==> config.mk <==
export PLATFORM = sky130hd
export DESIGN_NAME = seg_display_mux
export DESIGN_NICKNAME = d
export VERILOG_FILES = /design/src/rtl/seg_display_pkg.sv /design/src/rtl/seg7_decode.sv /design/src/rtl/seg_display_mux.sv
export SDC_FILE = /design/constraint.sdc
export NUM_CORES = 1
export LEC_CHECK = 0
export BUFFER_PORTS_ARGS = -buffer_cell sky130_fd_sc_hd__buf_2
export CAP_MARGIN = 20
export CORE_MARGIN = 4
export CORE_UTILIZATION = 57
export DETAILED_ROUTE_END_ITERATION = 16
export PLACE_DENSITY_LB_ADDON = 0.2
export REMOVE_ABC_BUFFERS = 1
export SETUP_SLACK_MARGIN = 0.15
export SLEW_MARGIN = 15
export SYNTH_ARGS = -nofsm -noshare
export SYNTH_HDL_FRONTEND = slang
export SYNTH_SLANG_ARGS = --single-unit
==> constraint.sdc <==
create_clock -name clk -period 4.5 [get_ports clk]
set_clock_uncertainty 0.15 [all_clocks]
set_input_delay 0.675 -clock clk [delete_from_list [all_inputs] [get_ports clk]]
set_output_delay 0.675 -clock clk [all_outputs]
set_load 0.005 [all_outputs]
==> src/rtl/seg_display_pkg.sv <==
// Shared types and constants for the multiplexed 4-digit seven-segment scanner.
package seg_display_pkg;

  typedef enum logic {
    ST_BLANK = 1'b0,
    ST_DRIVE = 1'b1
  } state_e;

  localparam logic [1:0] IDX_THOUSANDTHS = 2'd0;
  localparam logic [1:0] IDX_HUNDRETHS   = 2'd1;
  localparam logic [1:0] IDX_TENTHS      = 2'd2;
  localparam logic [1:0] IDX_ONES        = 2'd3;

  // Active-low segment patterns, ordered {g,f,e,d,c,b,a}
  localparam logic [6:0] SEG_BLANK = 7'b1111111;
  localparam logic [6:0] SEG_DASH  = 7'b0111111;

endpackage

==> src/rtl/seg7_decode.sv <==
// Combinational BCD to active-low seven-segment decode; non-BCD codes show a dash.
module seg7_decode
  import seg_display_pkg::*;
(
  input  logic [3:0] bcd_i,
  output logic [6:0] seg_o
);

  always_comb begin
    seg_o = SEG_DASH;
    case (bcd_i)
      4'd0:    seg_o = 7'b1000000;
      4'd1:    seg_o = 7'b1111001;
      4'd2:    seg_o = 7'b0100100;
      4'd3:    seg_o = 7'b0110000;
      4'd4:    seg_o = 7'b0011001;
      4'd5:    seg_o = 7'b0010010;
      4'd6:    seg_o = 7'b0000010;
      4'd7:    seg_o = 7'b1111000;
      4'd8:    seg_o = 7'b0000000;
      4'd9:    seg_o = 7'b0010000;
      default: seg_o = SEG_DASH;
    endcase
  end

endmodule

==> src/rtl/seg_display_mux.sv <==
// Scans a frozen snapshot of four BCD digits onto a common-anode display,
// with a blanking gap between digits to avoid ghosting.
module seg_display_mux
  import seg_display_pkg::*;
#(
  parameter int unsigned REFRESH_DIV  = 50000,
  parameter int unsigned BLANK_CYCLES = 16
) (
  input  logic       clk,
  input  logic       rst,
  input  logic [2:0] ones,
  input  logic [3:0] tenths,
  input  logic [3:0] hundreths,
  input  logic [3:0] thousandths,
  input  logic       hold,
  output logic [3:0] an,
  output logic [6:0] seg,
  output logic       dp
);

  localparam int unsigned PRESC_W = (REFRESH_DIV  > 1) ? $clog2(REFRESH_DIV)  : 1;
  localparam int unsigned BLANK_W = (BLANK_CYCLES > 1) ? $clog2(BLANK_CYCLES) : 1;
  localparam int unsigned SNAP_W  = 15;

  state_e               state_q, state_d;
  logic [1:0]           idx_q, idx_d;
  logic [PRESC_W-1:0]   presc_q, presc_d;
  logic [BLANK_W-1:0]   blank_q, blank_d;
  logic [SNAP_W-1:0]    snap_q, snap_d;
  logic [3:0]           an_q, an_d;
  logic [6:0]           seg_q, seg_d;
  logic                 dp_q, dp_d;
  logic [3:0]           dec_in;
  logic [6:0]           dec_seg;

  seg7_decode u_decode (
    .bcd_i (dec_in),
    .seg_o (dec_seg)
  );

  // Next state, snapshot capture, and outputs derived from the next state so
  // the registered outputs line up with the state they describe.
  always_comb begin
    state_d = state_q;
    idx_d   = idx_q;
    presc_d = presc_q;
    blank_d = blank_q;
    snap_d  = snap_q;
    dec_in  = 4'd0;
    an_d    = 4'b1111;
    seg_d   = SEG_BLANK;
    dp_d    = 1'b1;

    case (state_q)
      ST_BLANK: begin
        if ((idx_q == IDX_THOUSANDTHS) && (blank_q == BLANK_W'(0)) && !hold) begin
          snap_d = {ones, tenths, hundreths, thousandths};
        end
        if (blank_q == BLANK_W'(BLANK_CYCLES - 1)) begin
          state_d = ST_DRIVE;
          blank_d = BLANK_W'(0);
          presc_d = PRESC_W'(0);
        end else begin
          blank_d = blank_q + BLANK_W'(1);
        end
      end
      ST_DRIVE: begin
        if (presc_q == PRESC_W'(REFRESH_DIV - 1)) begin
          state_d = ST_BLANK;
          idx_d   = idx_q + 2'd1;
          presc_d = PRESC_W'(0);
          blank_d = BLANK_W'(0);
        end else begin
          presc_d = presc_q + PRESC_W'(1);
        end
      end
      default: state_d = ST_BLANK;
    endcase

    case (idx_d)
      IDX_THOUSANDTHS: dec_in = snap_d[3:0];
      IDX_HUNDRETHS:   dec_in = snap_d[7:4];
      IDX_TENTHS:      dec_in = snap_d[11:8];
      default:         dec_in = {1'b0, snap_d[14:12]};
    endcase

    if (state_d == ST_DRIVE) begin
      an_d  = ~(4'b0001 << idx_d);
      seg_d = dec_seg;
      dp_d  = (idx_d != IDX_ONES);
    end
  end

  always_ff @(posedge clk) begin
    if (rst) begin
      state_q <= ST_BLANK;
      idx_q   <= IDX_THOUSANDTHS;
      presc_q <= '0;
      blank_q <= '0;
      snap_q  <= '0;
      an_q    <= 4'b1111;
      seg_q   <= SEG_BLANK;
      dp_q    <= 1'b1;
    end else begin
      state_q <= state_d;
      idx_q   <= idx_d;
      presc_q <= presc_d;
      blank_q <= blank_d;
      snap_q  <= snap_d;
      an_q    <= an_d;
      seg_q   <= seg_d;
      dp_q    <= dp_d;
    end
  end

  assign an  = an_q;
  assign seg = seg_q;
  assign dp  = dp_q;

endmodule

Word level (Yosys, flattened, before mapping)
Memory sizes are Yosys's and may differ from the RTL's. A register that Yosys moved wholly into a read port is not among the register bits.
Index checks and enable logic that the tools add are counted.
{"block": "classes", "n_addsub": 3, "bitwise_logic": 3, "n_reduce_logical": 7, "n_eq_ne": 7, "mux": 14, "shifts": 1}
{"operator": "2-to-1 mux 16 bit", "count": 2}
{"operator": "one-hot mux 16 bit (2 select lines)", "count": 1}
{"operator": "2-to-1 mux 15 bit", "count": 2}
{"operator": "adder 16 x 1 -> 16 bit (second input constant)", "count": 1}
{"operator": "equality test 16 bit (second input constant)", "count": 1}
{"operator": "one-hot mux 4 bit (3 select lines)", "count": 1}
{"operator": "2-to-1 mux 4 bit", "count": 2}
{"operator": "one-hot mux 4 bit (2 select lines)", "count": 1}
{"operator": "adder 4 x 1 -> 4 bit (second input constant)", "count": 1}
{"operator": "equality test 4 bit (second input constant)", "count": 1}
{"operator": "logical NOT 2 bit", "count": 2}
{"operator": "logical NOT 4 bit", "count": 1}
{"operator": "2-to-1 mux 2 bit", "count": 2}
{"operator": "!= test 2 bit (second input constant)", "count": 2}
{"operator": "inverter 4 bit", "count": 1}
{"operator": "left shift 1 x 2 -> 4 bit (first input constant)", "count": 1}
{"operator": "adder 2 x 1 -> 2 bit (second input constant)", "count": 1}
{"operator": "equality test 2 x 1 -> 1 bit (second input constant)", "count": 1}
{"operator": "equality test 2 bit (second input constant)", "count": 1}
{"operator": "logical AND 1 bit", "count": 2}
{"operator": "2-to-1 mux 1 bit", "count": 2}
{"operator": "!= test 2 x 1 -> 1 bit (second input constant)", "count": 1}
{"operator": "inverter 1 bit", "count": 2}
{"operator": "one-hot mux 1 bit (2 select lines)", "count": 1}
{"operator": "other kinds (2)", "count": 2}
{"block": "word_totals", "word_cells": 43, "n_memories": 1, "mem_bits_ro": 112, "regBits": 43}
{"name": "(no name shown)", "depth": 16, "width": 7, "read_ports": 1, "rd_clocked_by_memory_dff": 1, "write_ports": 0, "line": "seg7_decode.sv:11", "rtl": "case (bcd_i)"}

Longest topological paths before layout
{"block": "logic_depth", "depth_word": 6, "mapped_depth": 13, "ltp_nobuf": 11}

Modules after synthesis
A second synthesis with hierarchy kept.
{"block": "unflattened", "cells_unflattened": 299, "area_unflattened_um2": 2489.9}
{"module": "seg_display_mux", "instances": 1, "cells_each": 266, "seq_area_each_um2": 980.9, "area_each_um2": 2284.7}
{"module": "seg7_decode", "instances": 1, "cells_each": 33, "seq_area_each_um2": 0.0, "area_each_um2": 205.2}

Worst setup path after synthesis
No wires, ideal clock.
{"block": "synth_timing", "path_kind": "reg2reg", "from": "register presc_q[5]", "to": "register seg_q[5] (netlist: seg[5])", "required_ns": 4.224, "t_arrival_ns": 2.985, "synth_period_minus_slack_ns": 3.261, "path_stages_with_launch": 9, "path_slack_ns": 1.239, "cell_sequence": "dfxtp_1 > or4b_4 > nor4_4 > mux2i_2 > mux2i_1 > inv_1 > ha_1 > nor4_1 > a21oi_1"}
{"block": "synth_between", "elab_chain_len": 5, "word_cells_on_any_way": 11}
{"element": "start, declared", "line": "seg_display_mux.sv:27", "rtl": "logic [PRESC_W-1:0] presc_q, presc_d;"}
{"element": "start signal, assigned", "line": "seg_display_mux.sv:107", "rtl": "presc_q <= presc_d;"}
{"element": "equality test 16 bit *", "line": "seg_display_mux.sv:68", "rtl": "if (presc_q == PRESC_W'(REFRESH_DIV - 1)) begin"}
{"element": "2-to-1 mux 2 bit / 2-to-1 mux 1 bit (equally long branches)", "line": "seg_display_mux.sv:68"}
{"element": "2-to-1 mux 2 bit / one-hot mux 1 bit (2 select lines) (equally long branches)", "line": "seg_display_mux.sv:54", "rtl": "case (state_q)"}
{"element": "equality test 2 bit, or another cell as far along", "line": "seg_display_mux.sv:80", "rtl": "case (idx_d)"}
{"element": "one-hot mux 4 bit (3 select lines) / OR reduction 2 bit (equally long branches)"}
{"element": "end, declared", "line": "seg_display_mux.sv:31", "rtl": "logic [6:0] seg_q, seg_d;"}
Every way passes the cells marked *; elsewhere a longest branch is shown, timed or not.
A chain may end at the register's enable or synchronous reset.

Worst setup path after layout
Same ends and word-level chain as after synthesis.

==> flow_metrics.env <==
export IMPL_gp_congestion=0.827
export IMPL_post_route_min_period_ps=3730
export IMPL_synth_top_area_share=0.420
export IMPL_crit_path_end_kind="flop"
export IMPL_yosysWarnings=0
export IMPL_clk_pin_slew_ps=90
export IMPL_path_class="reg -> reg"
export IMPL_reg2reg_from="presc_q[5]"
export IMPL_insertedDiodeCount=0
export IMPL_cts_root_buf="clkbuf_8"
export IMPL_power_uw=871
export IMPL_r2r_end="seg[5]"
export IMPL_cts_buffer_depth=2
export IMPL_slew_limit_headroom=0.295
export IMPL_final_layout_size_suffix_gt1_frac=0.176
export IMPL_initial_core_util=0.588
export IMPL_core_area_um2=3970
export IMPL_dieHeight_um=72.0
export IMPL_drt_wirelength_per_cell_um=14.2
export IMPL_drv_cap=0
export IMPL_grt_pass1_wl_um=7820
export IMPL_via_per_inst=5.64
export IMPL_switching_share=0.235
export IMPL_cts_tree="yes"
export IMPL_clk_latency_ps=300
export IMPL_seq_area_frac_synth=0.420
export IMPL_rows=23
export IMPL_cts_setup_buffers=0
export IMPL_die_w_um=72.0
export IMPL_cts_hold_buf=0
export IMPL_arrival_ps=3760
export IMPL_fill_cells=326
export IMPL_drtPass1Iterations=4
export IMPL_avgSynthCellArea_um2=9.20
export IMPL_power_frac_clock=0.374
export IMPL_fin_setup_tns_ps=0
export IMPL_pwr_share_comb=0.108
export IMPL_netlist_top_cells_area="dfxtp_1, mux2i_1, nor2_1, ha_1, a21oi_1"
export IMPL_fin_util=0.649
export IMPL_rsz0062_at_grt="no"
export IMPL_h_tree_depth=2
export IMPL_tightest_slew_ps=1040
export IMPL_die_area_um2=5190
export IMPL_io_pins=30
export IMPL_status="finished, final reports clean"
export IMPL_fin_crit_sh=0.828
export IMPL_cts_sink_count=49
export IMPL_grt_pass1_vias=1739
export IMPL_hold_path_startpoint="snap_q[12]"
export IMPL_synth_edf_count=0
export IMPL_hold_viol_final=0
export IMPL_yosys_cell_count_top_type="dfxtp_1"
export IMPL_drt_wl_total_um=4680
export IMPL_post_place_ws_ps=878
export IMPL_routed_via_count=1855
export IMPL_p_sw_uw=204
export IMPL_maxSlewViolCount=0
export IMPL_track_usage=0.190
export IMPL_crit_required_ps=4540
export IMPL_numCtsBuffers=5
export IMPL_synth_cell_type_count=45
export IMPL_finalNetCount=306
export IMPL_port_buffers=29
export IMPL_hold_path_class="reg -> reg"
export IMPL_ys_flop_type="dfxtp_1"
export IMPL_drtAntennaViolNets=0
export IMPL_min_to="snap_q[12]"
export IMPL_cp_start_kind="flop"
export IMPL_clock_fmax_mhz=268
export IMPL_hold_path_cell_count=2
export IMPL_gr_total_overflow=0
export IMPL_r2r_cells=8
export IMPL_worst_slack_ps=773
export IMPL_area_growth_syn_to_layout_pct=10.3
export IMPL_route_detailed_drc=0
export IMPL_antenna_found_initial=0
export IMPL_synth_largest_area_cell="dfxtp_1"
export IMPL_postSynth_asyncResetShare=0
export IMPL_grt_max_degree=34
export IMPL_cp_max_fo=9
export IMPL_synthCells=254
export IMPL_dpl_hpwl_um=3240
export IMPL_rrSetupSlack_ps=770
export IMPL_seq_power_share=0.517
export IMPL_synth_common_cells="dfxtp_1, nor2_1, mux2i_1"
export IMPL_ir_worst_vdd_v=0.000259
export IMPL_p_leak_nw=1.10
export IMPL_setup_viol=0
export IMPL_syn_area_um2=2340
export IMPL_first_iter_violations=104
export IMPL_ys_ff_latch=49
export IMPL_power_density_nw_per_um2=338
export IMPL_intPower_uw=667
export IMPL_cts_resized_gates=0
-- layer usage --
layer | track usage | vias to the layer above | part of all wire
met3 | 0.0388 | 4 | 0.055
li1 | - | 934 | -
met5 | 0 | - | 0
met1 | 0.255 | 866 | 0.47
met2 | 0.310 | 51 | 0.47
met4 | 0.0564 | 0 | 0.0090
-- state kept, by name (all words and copies together) (netlist names) --
register and cells:
seg 7, an 4, blank_q 4, state_q 1
presc_q 16, idx_q 2, snap_q 15
-- worst max path at each step --
| stage | from | end | slack [ps] |
|---|---|---|---|
| after floorplan | presc_q[5] | seg[5] | 1240 |
| after detailed placement | presc_q[12] | seg[5] | 880 |
| after global placement | presc_q[5] | seg[5] | 1020 |
| final | presc_q[5] | seg[5] | 770 |
| after global routing | presc_q[5] | seg[5] | 580 |
| after CTS | presc_q[5] | seg[5] | 810 |
-- power groups by stage --
stage / registers, mW / logic [mW] / clock network [mW]
finish: 0.451 / 0.0942 / 0.326
global route: 0.452 / 0.107 / 0.347
CTS: 0.451 / 0.0950 / 0.332
detailed placement: 0.461 / 0.0939 / 0
global placement: 0.460 / 0.0928 / 0
floorplan: 0.459 / 0.0669 / 0
-- critical path, cell delays in order, from the launching register on --
cell and delay, ps:
dfxtp_1 370, or4b_4 580, nor4_4 470, mux2i_2 610, mux2i_1 590, inv_1 230
ha_1 260, nor4_1 280, a21oi_1 70
-- metrics by stage --
step,instances,hold WS (ps),area [um^2]
4_1_cts,329,355,2580
5_1_grt,329,384,2580
2_1_floorplan,240,300,2230
6_report,329,347,2580
3_3_place_gp,321,322,2460
3_5_place_dp,321,334,2460
-- cells in the final DEF, fill, tap and decap left out, types with 2 or more instances in the layout --
cell	count
a21oi_1	13
a22oi_1	2
a311oi_1	3
a31oi_1	3
and2_1	2
and3_1	2
buf_2	29
buf_4	2
clkbuf_8	6
dfxtp_1	49
ha_1	10
inv_1	9
mux2_2	2
mux2i_1	25
mux2i_2	2
nand2_1	14
nand3_1	11
nand4_1	6
nor2_1	45
nor3_1	6
nor4_1	3
o21ai_0	5
o21ai_1	3
xnor2_1	3
xor2_1	4
-- cell families after synthesis --
group | share of synthesized area
adder cells (fa/ha/maj) | 0.0536
flip-flops | 0.420
AND/OR/NAND/NOR | 0.206
buffers and inverters | 0.0584
multiplexers | 0.129
AO/OA/AOI/OAI | 0.100
XOR/XNOR | 0.0332
-- cell type report --
| class | instances | area (um^2) | share of cell area |
|---|---|---|---|
| clock inverters | 2 | 37.5 | 0.0146 |
| repair buffers | 31 | 160 | 0.0622 |
| inverters | 9 | 33.8 | 0.0131 |
| multi-input cells | 182 | 1220 | 0.473 |
| flip-flops and latches | 49 | 981 | 0.381 |
| clock buffers | 6 | 82.6 | 0.0321 |
| well taps | 50 | 62.6 | 0.0243 |
No activity file was read; power rests on OpenSTA's default activity.
